## src/rtl/acc_seq.sv

```systemverilog
// rtl/acc_seq.sv - accumulation sequencer: drives accumulator load/add controls for a counted operand burst (optional watchdog via ACC_SEQ_TIMEOUT_EN)
module acc_seq #(
  parameter int CNT_W   = 4,
  parameter int TIMEOUT = 16
) (
  input  logic             clk,
  input  logic             rst,
  input  logic             start,
  input  logic [CNT_W-1:0] len,
  input  logic             op_valid,
  output logic             op_ready,
  output logic             sel,
  output logic             en,
  output logic             busy,
  output logic             done,
  output logic [CNT_W-1:0] count,
  output logic             err
);

  localparam logic [1:0] S_IDLE = 2'd0;
  localparam logic [1:0] S_LOAD = 2'd1;
  localparam logic [1:0] S_ACC  = 2'd2;
  localparam logic [1:0] S_DONE = 2'd3;

  logic [1:0]       state_q, state_d;
  logic [CNT_W-1:0] count_q, count_d;
  logic [CNT_W-1:0] len_q, len_d;
  logic [CNT_W-1:0] count_inc;
  logic             consume;
  logic             abort;

  // Outputs decode from state; reset masks them so nothing leaks while rst is held.
  assign op_ready  = !rst && ((state_q == S_LOAD) || (state_q == S_ACC));
  assign sel       = !rst && (state_q == S_LOAD);
  assign en        = op_ready && op_valid;
  assign busy      = !rst && (state_q != S_IDLE);
  assign done      = !rst && (state_q == S_DONE);
  assign count     = count_q;
  assign consume   = en;
  assign count_inc = count_q + 1'b1;

`ifdef ACC_SEQ_TIMEOUT_EN
  localparam int WD_W = $clog2(TIMEOUT + 1);

  logic [WD_W-1:0] wdog_q, wdog_d;
  logic            err_q;

  // The abort decision is taken on the last allowed stall cycle so the FSM leaves exactly at the limit.
  assign abort = ((state_q == S_LOAD) || (state_q == S_ACC)) && !consume &&
                 (wdog_q == WD_W'(TIMEOUT - 1));
  assign err   = !rst && err_q;

  // Stall counter: counts idle operand cycles, restarts on consume or any state change.
  always_comb begin
    wdog_d = wdog_q;
    if (consume || (state_d != state_q) ||
        !((state_q == S_LOAD) || (state_q == S_ACC))) begin
      wdog_d = '0;
    end else begin
      wdog_d = wdog_q + 1'b1;
    end
  end

  // Watchdog state and the one-cycle error pulse registered off the abort decision.
  always_ff @(posedge clk) begin
    if (rst) begin
      wdog_q <= '0;
      err_q  <= 1'b0;
    end else begin
      wdog_q <= wdog_d;
      err_q  <= abort;
    end
  end
`else
  assign abort = 1'b0;
  assign err   = 1'b0;
`endif

  // Next-state logic for the sequencer; an abort overrides whatever the FSM would do.
  always_comb begin
    state_d = state_q;
    count_d = count_q;
    len_d   = len_q;
    case (state_q)
      S_IDLE: begin
        if (start) begin
          count_d = '0;
          len_d   = len;
          state_d = (len != '0) ? S_LOAD : S_DONE;
        end
      end
      S_LOAD: begin
        if (consume) begin
          count_d = {{(CNT_W-1){1'b0}}, 1'b1};
          state_d = (len_q == {{(CNT_W-1){1'b0}}, 1'b1}) ? S_DONE : S_ACC;
        end
      end
      S_ACC: begin
        if (consume) begin
          count_d = count_inc;
          if (count_inc == len_q) begin
            state_d = S_DONE;
          end
        end
      end
      default: begin
        state_d = S_IDLE;
      end
    endcase
    if (abort) begin
      state_d = S_IDLE;
    end
  end

  // State registers with synchronous reset taking priority over all inputs.
  always_ff @(posedge clk) begin
    if (rst) begin
      state_q <= S_IDLE;
      count_q <= '0;
      len_q   <= '0;
    end else begin
      state_q <= state_d;
      count_q <= count_d;
      len_q   <= len_d;
    end
  end

endmodule

```

## config.mk

```make
export PLATFORM = sky130hd
export DESIGN_NAME = acc_seq
export DESIGN_NICKNAME = d
export VERILOG_FILES = /design/src/rtl/acc_seq.sv
export SDC_FILE = /design/constraint.sdc
export NUM_CORES = 1
export LEC_CHECK = 0
export BUFFER_PORTS_ARGS = -buffer_cell sky130_fd_sc_hd__buf_4
export CAP_MARGIN = 20
export CORE_UTILIZATION = 45
export DETAILED_ROUTE_END_ITERATION = 16
export GPL_ROUTABILITY_DRIVEN = 0
export GPL_TIMING_DRIVEN = 0
export PLACE_DENSITY_LB_ADDON = 0.2
export SYNTH_ARGS = -nofsm -noshare
export SYNTH_HDL_FRONTEND = slang
export SYNTH_SLANG_ARGS = --single-unit
export TNS_END_PERCENT = 50
```

## constraint.sdc

```tcl
create_clock -name clk -period 5.6 [get_ports clk]
set_clock_uncertainty 0.15 [all_clocks]
set_input_delay 0.56 -clock clk [delete_from_list [all_inputs] [get_ports clk]]
set_output_delay 0.56 -clock clk [all_outputs]
set_load 0.1 [all_outputs]
```

==> impl_results.md <==
- GRT Max-Usage Layer: met2
- Die span in x: 41.1 um
- Total wirelength of the detailed-routed design: 1360 um
- Netlist cell types: 29
- Wire length of the first global-routing pass: 2180 um
- Num ports: 18
- Category of the critical setup timing path: reg2out
- Number of input and output port buffers inserted: 15
- Wire per inst: 11.6 um
- Clock share of power: 14.5%
- Maximum fanout along the worst path: 5
- Kind of start point of the critical path: flip-flop
- Combinational fraction of design power: 58.5%
- Lkg Pwr: 0.385 nW
- Remaining global-route overflow: 0
- Int Power: 0.000177 W
- Outcome: completed
- Total core area: 1370 sq um
- Most frequent standard cell in the layout excluding fill and tap cells: buf_4
- Synth-to-layout area growth: 22.3%
- Met3 Use GR: 3.26%
- Placed Area: 821 sq um
- Violation count after the first detailed-route iteration: 11
- Switch share: 49.5%
- Htree depth: 1
- Net switching component of the power: 0.000174 W
- TritonCTS clock tree: yes
- RSZ-0062 raised after global routing: no
- Endpoints failing setup: 0
- Post-layout nets: 118
- Period minus WS final: 2330 ps
- Pin count of the biggest net entering global routing: 11
- Via total after detailed routing: 626
- Warning count from the yosys run: 0
- Arrival @ worst endpoint: 1620 ps
- Total routing usage reported by global routing: 20.1%
- Relative contribution of sequential cells to total power: 27.0%
- Average size of a mapped cell: 8.21 sq um
- Initial antenna violation count: 0
- Synthesized instance count: 84
- Latest clock arrival within the worst-skew pair: 270 ps
- Grt met2 use: 32.4%
- Worst setup margin: 3270 ps
- Chain of cells forming the critical path: inv_1 > ha_1 > nor2b_1 > buf_4
- Share of the clock period used by the worst path after layout: 41.5%
- Root buf cell: clkbuf_4
- Data required time of the critical path: 4890 ps
- Grt met1 use: 25.6%
- Initial Util: 50.5%
- Hold Slack: 338 ps
- Post-synthesis instance area: 689 sq um
- Hold Buf Count CTS: 0
- Highest attainable clock frequency: 430 MHz
- Post-layout instance area: 843 sq um
- Largest vdd supply drop: 0.000300 V
- Post-Synthesis Net Count: 98
- Final total negative setup slack: 0 ps
- Clock transition at the registers of the reported paths: 70 ps
- Post-synthesis sequential area ratio: 29.0%
- Power density over cell area: 416 nW/um^2
- HP Class: reg2reg
- Mux cell area share after synthesis: 3.27%
- Hold Vio Cnt, Final: 0
- Number of detailed-route iterations in the first pass: 4
- Count of clock tree sinks: 10
- Die outline height: 41.1 um
- Via/cell ratio: 5.35
- Total Die Area: 1690 sq um
- Flops & latches, synth: 10
- Synthesized-area fraction occupied by xor and xnor cells: 8.53%
- Detail Route Antenna Nets: 0
- Number of post-CTS setup repair buffers: 0
- Max clock buf depth: 2
- Adder-cell share of the synthesized area: 10.9%
- Max-cap violation count: 0
- Delay of the slowest cell on the worst path: 410 ps
- Quantity of gates resized following cts: 0
- Cell family with most CP delay: adder cells
- N_diodes: 0
- Area used by multi-input combinational logic: 449 sq um
- Standard cell with the maximum stage delay on the critical path: ha_1
- Pre-CTS setup slack: 3350 ps
- DRC violation count after routing: 0
- Buf+Inv Stages, Crit Path: 2
- Core Rows: 13
- Main combinational cell family by area after synthesis: simple AND/OR/NAND/NOR gates
- DPL Wire Length: 1060 um
- Simple-gate share of the synthesized area: 27.6%
- FILL cells: 134
- Layout cells sized above 1: 26.5%
- Commonest non-fill, non-tap cells in the layout: 16 x buf_4, 10 x a21oi_1, 10 x dfxtp_1, 9 x nand2_1, 6 x ha_1
- Final slew viol count: 0
- Storage cell area: 200 sq um
- CP endpoint kind: output pin
- Number of CTS-inserted buffers: 3
- Number of global-route vias before repair: 509
- Complex-gate fraction of the synthesized area: 14.3%
## tightest hold or removal path, stage by stage, from the launching register on
cell and delay [ps]:
dfxtp_1 330, nand2_1 60, a21oi_1 50
## logic make-up (layout without fill, tap and decap cells)
kind of cell / after synthesis / count (layout)
and+or+nand+nor: 34 / 34
AOI/OAI and AO/OA: 17 / 17
DFF: 10 / 10
buffers and inverters: 9 / 27
adders and majority gates: 6 / 6
xor gates and xnor gates: 5 / 5
muxes: 2 / 2
other: 1 / 1
## worst paths after layout
check	start	to	slack [ps]	cells past startpoint
worst max-delay path	state_q[0]$_SDFFE_PP0P_	op_ready	3270	4
worst min-delay path	len_q[0]$_SDFFE_PP0P_	len_q[0]$_SDFFE_PP0P_	340	2
worst max register to register	state_q[0]$_SDFFE_PP0P_	count[3]$_SDFFE_PP0P_	3340	6
worst min register to register	len_q[0]$_SDFFE_PP0P_	len_q[0]$_SDFFE_PP0P_	340	2
## routing by layer
metal	part of all wire, %	vias to the layer above
li1	-	323
met1	47	286
met2	48	13
met3	3.7	4
met4	1.5	0
met5	0	-
## synth_stat cells, drive strengths merged
cell	count	area share, %
a21oi	10	7.3
dfxtp	10	29
nand2	9	4.9
ha	6	11
inv	5	2.7
nand3	5	3.6
nor2	5	2.7
nor2b	4	3.6
buf	3	2.5
nor3	3	2.2
xnor2	3	3.8
a211oi	2	2.2
mux2	2	3.3
o21ai	2	1.5
or2	2	1.8
or4	2	2.2
a211o	1	1.3
a311oi	1	1.3
a31oi	1	0.91
and2b	1	1.5
clkbuf	1	0.54
conb	1	0.54
nand3b	1	2.9
nor4	1	0.91
or3b	1	1.3
xor2	1	1.3
xor3	1	3.4
## registers in the layout, indices dropped and copies added, names as in the netlist
signal / cells
count: 4
len_q: 4
state_q: 2
## layout make-up
type,instances,area share [%]
Buffer,4,2.52
Timing Repair Buffer,15,13.4
Clock buffer,3,2.67
Sequential cell,10,23.7
Inverter,5,2.23
Tap cell,15,2.23
Multi-Input combinational cell,65,53.3
## metrics by stage
step | total power (W) | util (%) | std cells
floorplan | 0.000262 | - | 84
global placement | 0.000299 | 60.1 | 114
detailed placement | 0.000301 | 60.1 | 114
CTS | 0.000353 | 61.7 | 117
global route | 0.000371 | 61.7 | 117
finish | 0.000351 | 61.7 | 117
## power by group through the flow
| stage | clock network (W) | registers [W] | logic [W] |
|---|---|---|---|
| after detailed placement | 0 | 0.0000967 | 0.000205 |
| after CTS | 0.0000523 | 0.0000950 | 0.000205 |
| after global placement | 0 | 0.0000964 | 0.000203 |
| after global routing | 0.0000530 | 0.0000969 | 0.000221 |
| final | 0.0000507 | 0.0000949 | 0.000205 |
| after floorplan | 0 | 0.000105 | 0.000157 |
No activity file was read; power rests on OpenSTA's default activity.
